[config.mk]
export PLATFORM = sky130hd
export DESIGN_NAME = ps2_key_decoder_flat
export DESIGN_NICKNAME = d
export VERILOG_FILES = /design/src/rtl/ps2_pkg.sv /design/src/rtl/ps2_key_decoder_if.sv /design/src/rtl/ps2_line_filter.sv /design/src/rtl/ps2_key_decoder.sv /design/src/flat_wrapper.sv
export SDC_FILE = /design/constraint.sdc
export NUM_CORES = 1
export LEC_CHECK = 0
export ABC_AREA = 1
export BUFFER_PORTS_ARGS = -buffer_cell sky130_fd_sc_hd__buf_2
export CAP_MARGIN = 25
export CORE_ASPECT_RATIO = 1.75
export CORE_MARGIN = 2
export CORE_UTILIZATION = 28
export CTS_BUF_LIST = sky130_fd_sc_hd__clkbuf_8
export DETAILED_ROUTE_END_ITERATION = 8
export PLACE_DENSITY = 0.45
export SLEW_MARGIN = 20
export SYNTH_ARGS = -nofsm -noshare
export SYNTH_HDL_FRONTEND = slang
export SYNTH_SLANG_ARGS = --single-unit
[constraint.sdc]
create_clock -name clk -period 3.85 [get_ports clk]
set_input_delay 0.1925 -clock clk [delete_from_list [all_inputs] [get_ports clk]]
set_output_delay 0.1925 -clock clk [all_outputs]
set_load 0.005 [all_outputs]
[src/rtl/ps2_pkg.sv]
// Shared PS/2 decoder constants: prefix/command bytes, ps2_key field layout
// and the frame parity helper.
package ps2_pkg;

  localparam logic [7:0] PS2_EXT    = 8'hE0;
  localparam logic [7:0] PS2_REL    = 8'hF0;
  localparam logic [7:0] PS2_PAUSE  = 8'hE1;
  localparam logic [7:0] PS2_BAT    = 8'hAA;
  localparam logic [7:0] PS2_ACK    = 8'hFA;
  localparam logic [7:0] PS2_ECHO   = 8'hEE;
  localparam logic [7:0] PS2_RESEND = 8'hFE;
  localparam logic [7:0] PS2_OVR_LO = 8'h00;
  localparam logic [7:0] PS2_OVR_HI = 8'hFF;

  localparam int STB   = 10;
  localparam int PRS   = 9;
  localparam int EXT   = 8;
  localparam int KEY_W = 11;

  typedef logic [KEY_W-1:0] ps2_key_t;

  // Odd parity: data plus parity bit must hold an odd number of ones.
  function automatic logic odd_parity_ok(input logic [8:0] bits);
    return ^bits;
  endfunction

endpackage

[src/rtl/ps2_key_decoder_if.sv]
// Pad-side PS/2 lines and the decoded key/byte bus of ps2_key_decoder.
interface ps2_key_decoder_if;
  import ps2_pkg::*;

  logic       ps2_clk;
  logic       ps2_data;
  ps2_key_t   ps2_key;
  logic       frame_err;
  logic       byte_valid;
  logic [7:0] byte_data;

  modport master (
    input  ps2_clk, ps2_data,
    output ps2_key, frame_err, byte_valid, byte_data
  );

  modport slave (
    output ps2_clk, ps2_data,
    input  ps2_key, frame_err, byte_valid, byte_data
  );

endinterface

[src/rtl/ps2_line_filter.sv]
// Two-flop synchroniser plus debounce: the output level follows the line only
// after FILTER_LEN consecutive differing samples. Idles high.
module ps2_line_filter #(
  parameter int FILTER_LEN = 8
) (
  input  logic clk,
  input  logic reset_n,
  input  logic line_in,
  output logic level_out
);

  localparam int CW = $clog2(FILTER_LEN + 1);

  logic          sync1_r;
  logic          sync2_r;
  logic          level_r;
  logic [CW-1:0] cnt_r;

  // Metastability synchroniser for the asynchronous pad line.
  always_ff @(posedge clk or negedge reset_n) begin
    if (!reset_n) begin
      sync1_r <= 1'b1;
      sync2_r <= 1'b1;
    end else begin
      sync1_r <= line_in;
      sync2_r <= sync1_r;
    end
  end

  // Run length of samples disagreeing with the accepted level.
  always_ff @(posedge clk or negedge reset_n) begin
    if (!reset_n) begin
      level_r <= 1'b1;
      cnt_r   <= '0;
    end else if (sync2_r == level_r) begin
      level_r <= level_r;
      cnt_r   <= '0;
    end else if (cnt_r == CW'(FILTER_LEN - 1)) begin
      level_r <= sync2_r;
      cnt_r   <= '0;
    end else begin
      level_r <= level_r;
      cnt_r   <= cnt_r + CW'(1);
    end
  end

  assign level_out = level_r;

endmodule

[src/rtl/ps2_key_decoder.sv]
// PS/2 keyboard receiver: filters the pad lines, assembles 11-bit frames and
// merges E0/F0 prefixes into one toggle-strobed event per key on ps2_key.
module ps2_key_decoder
  import ps2_pkg::*;
#(
  parameter int FILTER_LEN  = 8,
  parameter int TIMEOUT_CYC = 50000
) (
  input  logic                clk,
  input  logic                reset_n,
  ps2_key_decoder_if.master   bus
);

  localparam int TW = $clog2(TIMEOUT_CYC + 1);

  localparam logic [0:0] ST_IDLE = 1'b0;
  localparam logic [0:0] ST_SKIP = 1'b1;

  logic          clk_filt_s;
  logic          data_filt_s;
  logic          clk_prev_r;
  logic          fall_s;
  logic [3:0]    bit_cnt_r;
  logic [8:0]    shift_r;
  logic [TW-1:0] to_cnt_r;
  logic          good_s;
  logic          bad_s;
  logic          timeout_s;
  logic          err_s;

  logic [0:0]    state_r;
  logic          ext_r;
  logic          rel_r;
  logic [2:0]    skip_r;
  ps2_key_t      key_r;
  logic          frame_err_r;
  logic          byte_valid_r;
  logic [7:0]    byte_data_r;

  ps2_line_filter #(.FILTER_LEN(FILTER_LEN)) u_clk_filter (
    .clk       (clk),
    .reset_n   (reset_n),
    .line_in   (bus.ps2_clk),
    .level_out (clk_filt_s)
  );

  ps2_line_filter #(.FILTER_LEN(FILTER_LEN)) u_data_filter (
    .clk       (clk),
    .reset_n   (reset_n),
    .line_in   (bus.ps2_data),
    .level_out (data_filt_s)
  );

  // Previous filtered clock level for falling-edge detection.
  always_ff @(posedge clk or negedge reset_n) begin
    if (!reset_n) begin
      clk_prev_r <= 1'b1;
    end else begin
      clk_prev_r <= clk_filt_s;
    end
  end

  assign fall_s = clk_prev_r & ~clk_filt_s;

  // Stop-bit verdict and mid-frame timeout.
  always_comb begin
    good_s    = 1'b0;
    bad_s     = 1'b0;
    timeout_s = 1'b0;
    if (fall_s && (bit_cnt_r == 4'd10)) begin
      if (data_filt_s && odd_parity_ok(shift_r)) begin
        good_s = 1'b1;
      end else begin
        bad_s = 1'b1;
      end
    end else begin
      good_s = 1'b0;
      bad_s  = 1'b0;
    end
    if ((bit_cnt_r != 4'd0) && !fall_s && (to_cnt_r == TW'(TIMEOUT_CYC - 1))) begin
      timeout_s = 1'b1;
    end else begin
      timeout_s = 1'b0;
    end
  end

  assign err_s = bad_s | timeout_s;

  // Bit counter and LSB-first shifter; a high start bit is treated as noise.
  always_ff @(posedge clk or negedge reset_n) begin
    if (!reset_n) begin
      bit_cnt_r <= 4'd0;
      shift_r   <= 9'd0;
    end else if (timeout_s) begin
      bit_cnt_r <= 4'd0;
      shift_r   <= shift_r;
    end else if (fall_s) begin
      case (bit_cnt_r)
        4'd0: begin
          bit_cnt_r <= data_filt_s ? 4'd0 : 4'd1;
          shift_r   <= shift_r;
        end
        4'd10: begin
          bit_cnt_r <= 4'd0;
          shift_r   <= shift_r;
        end
        default: begin
          bit_cnt_r <= bit_cnt_r + 4'd1;
          shift_r   <= {data_filt_s, shift_r[8:1]};
        end
      endcase
    end else begin
      bit_cnt_r <= bit_cnt_r;
      shift_r   <= shift_r;
    end
  end

  // Idle-cycle counter, only armed while a frame is in progress.
  always_ff @(posedge clk or negedge reset_n) begin
    if (!reset_n) begin
      to_cnt_r <= '0;
    end else if ((bit_cnt_r == 4'd0) || fall_s || timeout_s) begin
      to_cnt_r <= '0;
    end else begin
      to_cnt_r <= to_cnt_r + TW'(1);
    end
  end

  // Debug byte stream and error pulse.
  always_ff @(posedge clk or negedge reset_n) begin
    if (!reset_n) begin
      frame_err_r  <= 1'b0;
      byte_valid_r <= 1'b0;
      byte_data_r  <= 8'd0;
    end else begin
      frame_err_r  <= err_s;
      byte_valid_r <= good_s;
      byte_data_r  <= good_s ? shift_r[7:0] : byte_data_r;
    end
  end

  // Prefix merging and event generation; key bits only move with the strobe.
  always_ff @(posedge clk or negedge reset_n) begin
    if (!reset_n) begin
      state_r <= ST_IDLE;
      ext_r   <= 1'b0;
      rel_r   <= 1'b0;
      skip_r  <= 3'd0;
      key_r   <= '0;
    end else if (err_s) begin
      state_r <= ST_IDLE;
      ext_r   <= 1'b0;
      rel_r   <= 1'b0;
      skip_r  <= 3'd0;
    end else if (good_s) begin
      case (state_r)
        ST_IDLE: begin
          case (shift_r[7:0])
            PS2_EXT: ext_r <= 1'b1;
            PS2_REL: rel_r <= 1'b1;
            PS2_PAUSE: begin
              state_r <= ST_SKIP;
              skip_r  <= 3'd7;
              ext_r   <= 1'b0;
              rel_r   <= 1'b0;
            end
            PS2_BAT, PS2_ACK, PS2_ECHO, PS2_RESEND, PS2_OVR_LO, PS2_OVR_HI: begin
              ext_r <= 1'b0;
              rel_r <= 1'b0;
            end
            default: begin
              key_r[STB]   <= ~key_r[STB];
              key_r[PRS]   <= ~rel_r;
              key_r[EXT]   <= ext_r;
              key_r[7:0]   <= shift_r[7:0];
              ext_r        <= 1'b0;
              rel_r        <= 1'b0;
            end
          endcase
        end
        ST_SKIP: begin
          skip_r  <= skip_r - 3'd1;
          state_r <= (skip_r == 3'd1) ? ST_IDLE : ST_SKIP;
        end
        default: begin
          state_r <= ST_IDLE;
          skip_r  <= 3'd0;
        end
      endcase
    end else begin
      state_r <= state_r;
    end
  end

  assign bus.ps2_key    = key_r;
  assign bus.frame_err  = frame_err_r;
  assign bus.byte_valid = byte_valid_r;
  assign bus.byte_data  = byte_data_r;

endmodule

[src/flat_wrapper.sv]
// flat-port wrapper written by rule: the top's interface ports become plain ports
module ps2_key_decoder_flat import ps2_pkg::*;
#(
  parameter int FILTER_LEN  = 8,
  parameter int TIMEOUT_CYC = 50000
)
  (clk, reset_n, bus_ps2_clk, bus_ps2_data, bus_ps2_key, bus_frame_err, bus_byte_valid, bus_byte_data);
  ps2_key_decoder_if bus_i ();
  input  logic clk;
  input  logic reset_n;
  input wire logic [$bits(bus_i.ps2_clk)-1:0] bus_ps2_clk;
  input wire logic [$bits(bus_i.ps2_data)-1:0] bus_ps2_data;
  output wire logic [$bits(bus_i.ps2_key)-1:0] bus_ps2_key;
  output wire logic [$bits(bus_i.frame_err)-1:0] bus_frame_err;
  output wire logic [$bits(bus_i.byte_valid)-1:0] bus_byte_valid;
  output wire logic [$bits(bus_i.byte_data)-1:0] bus_byte_data;
  assign bus_i.ps2_clk = bus_ps2_clk;
  assign bus_i.ps2_data = bus_ps2_data;
  assign bus_ps2_key = bus_i.ps2_key;
  assign bus_frame_err = bus_i.frame_err;
  assign bus_byte_valid = bus_i.byte_valid;
  assign bus_byte_data = bus_i.byte_data;
  ps2_key_decoder #(.FILTER_LEN(FILTER_LEN), .TIMEOUT_CYC(TIMEOUT_CYC)) u_core (.clk(clk), .reset_n(reset_n), .bus(bus_i));
endmodule
==> metrics list <==
- The worst pin sits at a relative slew slack of 0.4925.
* Prevailing post-synth register cell: dfrtp_1
- Port buffering added 24 buffers.
* Initial cell density of the core: 0.2869
- Wire length after detailed routing: 7.463 mm
- Minimum setup slack after placement: 1.488 ns
- Resize count post-CTS: 0
- Fraction of final layout cells with drive strength greater than 1: 0.1663
- STA classifies the critical path startpoint as a register.
- Count of cell types in the netlist: 37
- Diodes inserted: 0
* Synth Cell Area: 0.003586 mm²
* Overall die height: 153.7 µm
- Relative to the synthesized area, the layout overhead comes to 15.42%.
- Most frequent cells in the layout: nand2_1, dfrtp_1, inv_1
- Tmin final: 2.351 ns
* Worst EP required: 4.15 ns
- Final design area excluding fillers: 0.004139 mm²
- H-tree depth reported by CTS: 3
- Of the total synthesized cell area, the portion taken by full adders, half adders and majority gates is 0.07327.
- For this run, the top clock speed supported by timing is 0.4253 GHz.
- The total count of max-transition violations in the final report is 0.
- Number of global-route vias before repair: 2775
* Wire length of the first global-routing pass: 12.94 mm
* Utilization after layout: 0.3311
* Worst Reg-to-Reg Cells: 13
* Hold Path Stages: 0
* Synth Area in Simple Gates: 0.2579
- Chip width: 89.55 µm
* Flip-flop and latch count after synthesis: 71
* Average cell area after synthesis: 8.811 µm²
- Detailed-route DRC error count: 0
- Main combinational cell family by area after synthesis: simple AND/OR/NAND/NOR gates
- The critical path contains buffers and inverters numbering 2 combined.
* Async S/R FF share, synth: 1.000
* Initial DRT Pass Iterations: 4
* Post-DRT Antenna Nets: 0
* Clock slew at reported path FFs: 0.08 ns
- Root cell of the clock tree: clkbuf_8
- The tightest hold path in the finished design has a slack of 0.3599 ns.
- Measured against the total synthesized area, the mux share comes to 0.006281.
- Grouping stages by cell kind, the critical path spends the most delay in simple AND/OR/NAND/NOR gates.
- Power per cell area: 444.6 mW/mm²
- IO Pins: 25
* Placed instance area: 0.003886 mm²
- The min-delay analysis places its worst path in the category reg2reg.
- Number of antenna violations at the first check in global routing: 0
- The worst hold path terminates at u_core.u_data_filter.sync2_r$_DFF_PN1_.
- In this run the critical register-to-register path is captured at u_core.bus.ps2_key[4]$_DFFE_PN0P_.
- Clk_skew: 0.009759 ns
* Fraction of synthesized cell area in xor and xnor cells: 0.02931
* Slew at the pin with the worst max-slew slack: 0.7612 ns
- In this run, the number of DRC markers left after iteration 0 of detailed routing was 98.
- For flop-to-flop paths, the worst setup slack is 1.50 ns.
- Number of enable-type register cells in the synthesized netlist: 0
* Worst path most repeated cell: nand2_1
* Capturing element type of the critical path: register
* Max FO, Critical Path: 12
* CTS tree: done
- Final weighted congestion of routability-driven global placement: 0.7719
* Placement Rows: 54
* Clock latency of the later-clocked register in the worst-skew pair: 0.36 ns
* Post-Route Setup TNS: 0 ns
- The library cell used most frequently in the layout, excluding fill and tap cells, is nand2_1.
- Total routing usage reported by global routing: 0.1216
* CTS sink cnt: 71
- The run finished with clean final reports.
- Max-cap violations in this run came to 0.
* Hold violation count in the final report: 0
* Total of fill cells in the finished design: 1328
* Delay of the slowest cell on the worst path: 0.48 ns
- Type of the worst setup path: reg2reg
* Slowest cell on crit path: dfrtp_1
* Number of synthesis warnings: 0
* Vias after detailed routing: 2681
- Syn_nets: 432
- After detailed routing, the average wire length per cell comes to 12.17 µm.
- Die area: 0.01376 mm²
- Syn Inst Count: 407
* Leakage power summed over all cells: 2.047 nW
- The worst-case IR drop observed on VDD is 148.9 µV.
- Complex-gate fraction of the synthesized area: 0.06839
- Setup violations remaining at the end of the flow were counted as 0.
- Area of the placeable core: 0.01250 mm²
* Reg-to-reg critical path startpoint: u_core.shift_r[5]$_DFFE_PN0P_
- Fin crit share: 0.6107
- Data arrives at the worst endpoint at 2.65 ns.
* Worst Slack Setup Final: 1.499 ns
* GRT overflow: 0
- Entering global routing, the biggest net connects 39 pins.
- Cts bufs inserted: 9
- Startpoint of the most critical hold path: u_core.u_data_filter.sync1_r$_DFF_PN1_
* Cells traversed along the worst timing path: inv_1, ha_1, nand2_1, inv_1, nor2_1, nand2_1, nand3_2, nand3_4, nand2_2, nand3_2, nor2_4, nand2_1, nand2_1
- Count of nets after finishing: 465
- Using the TritonRoute via totals, the vias-per-cell ratio works out to 4.374.
- Summed over all nets, the half-perimeter wirelength after detailed placement is 5.635 mm.
* Post-synthesis sequential area ratio: 0.4979
- No sink is reached through more buffers than the 2 on the longest clock path.
* RSZ-0062 raised after global routing: false
* Launching instance or port of the critical path: u_core.shift_r[5]$_DFFE_PN0P_
[cell usage after synthesis, types with 2 or more instances]
library cell / count / area, µm²
nand3_2: 5 / 50.05
nand2_2: 4 / 25.02
nor3b_1: 5 / 37.54
o21ai_1: 19 / 95.09
xor2_1: 5 / 43.79
ha_1: 21 / 262.8
inv_2: 5 / 18.77
dfstp_2: 7 / 183.9
nand3b_1: 2 / 15.01
inv_1: 49 / 183.9
nand4_1: 7 / 43.79
buf_2: 3 / 15.01
nor2_4: 2 / 22.52
nand2_1: 103 / 386.6
nor2_2: 3 / 18.77
nor3_1: 5 / 25.02
mux2_2: 2 / 22.52
o211ai_1: 3 / 22.52
nand3_1: 16 / 80.08
xnor2_1: 7 / 61.31
o22ai_1: 2 / 12.51
nor4_1: 4 / 25.02
o21ai_0: 14 / 70.07
dfrtp_1: 64 / 1602
a21oi_1: 4 / 20.02
nor2_1: 35 / 131.4
[per-stage QoR]
stage	cells	total power [mW]
after CTS	613	1.877
after detailed placement	594	1.188
final	613	1.840
after global routing	613	1.973
after global placement	594	1.177
after floorplan	407	1.102
[cell families after synthesis]
| group | after synthesis |
|---|---|
| fa+ha+maj | 21 |
| xor+xnor | 12 |
| mux | 2 |
| compound gates | 45 |
| flops | 71 |
| buf+inv | 60 |
| simple gates | 196 |
[worst max path at each step]
| stage | endpoint | slack, ns | cells past startpoint |
|---|---|---|---|
| floorplan | u_core.bus.ps2_key[0]$_DFFE_PN0P_ | 1.99 | 13 |
| global placement | u_core.bus.ps2_key[8]$_DFFE_PN0P_ | 1.48 | 13 |
| detailed placement | u_core.bus.ps2_key[4]$_DFFE_PN0P_ | 1.49 | 13 |
| CTS | u_core.bus.ps2_key[4]$_DFFE_PN0P_ | 1.47 | 13 |
| global route | u_core.bus.ps2_key[7]$_DFFE_PN0P_ | 1.16 | 13 |
| finish | u_core.bus.ps2_key[4]$_DFFE_PN0P_ | 1.50 | 13 |
[flip-flops by register name, indices dropped and copies added (netlist names), 3 cells and up]
register                    cells
u_core.to_cnt_r                16
u_core.bus.ps2_key             11
u_core.shift_r                  9
u_core.bus.byte_data            8
u_core.bit_cnt_r                4
u_core.u_clk_filter.cnt_r       4
u_core.u_data_filter.cnt_r      4
u_core.skip_r                   3
[worst register-to-register path: stages, from the launching register on]
cell     delay [ns]
dfrtp_1        0.48
inv_1          0.11
ha_1           0.35
nand2_1        0.11
inv_1          0.04
nor2_1         0.12
nand2_1        0.08
nand3_2        0.10
nand3_4        0.08
nand2_2        0.11
nand3_2        0.24
nor2_4         0.31
nand2_1        0.09
nand2_1        0.07
[cell type report]
type / instances / area (µm²) / share of cell area
clock buffer: 10 / 137.6 / 0.03325
clock inverter: 6 / 85.08 / 0.02056
inverter: 54 / 202.7 / 0.04897
multi-input combinational: 276 / 1560 / 0.3770
sequential: 71 / 1785 / 0.4314
tap: 168 / 210.2 / 0.05079
timing repair buffer: 28 / 157.7 / 0.03809
[metal layers]
metal | vias up | part of all wire | global-route usage
li1 | 1369 | - | -
met1 | 1263 | 0.39 | 0.1319
met2 | 32 | 0.55 | 0.2139
met3 | 17 | 0.024 | 0.02738
met4 | 0 | 0.031 | 0.05899
met5 | - | 0 | 0
[timing repair]
action,CTS,global route
setup buffers,0,0
hold endpoints to repair,30,0
hold buffers,3,0
[where the power goes]
part	switching [mW]	internal [mW]
combinational	0.192	0.0922
sequential	0.0596	0.823
clock	0.293	0.380
total	0.545	1.30
Power figures use the tool's default switching activity.
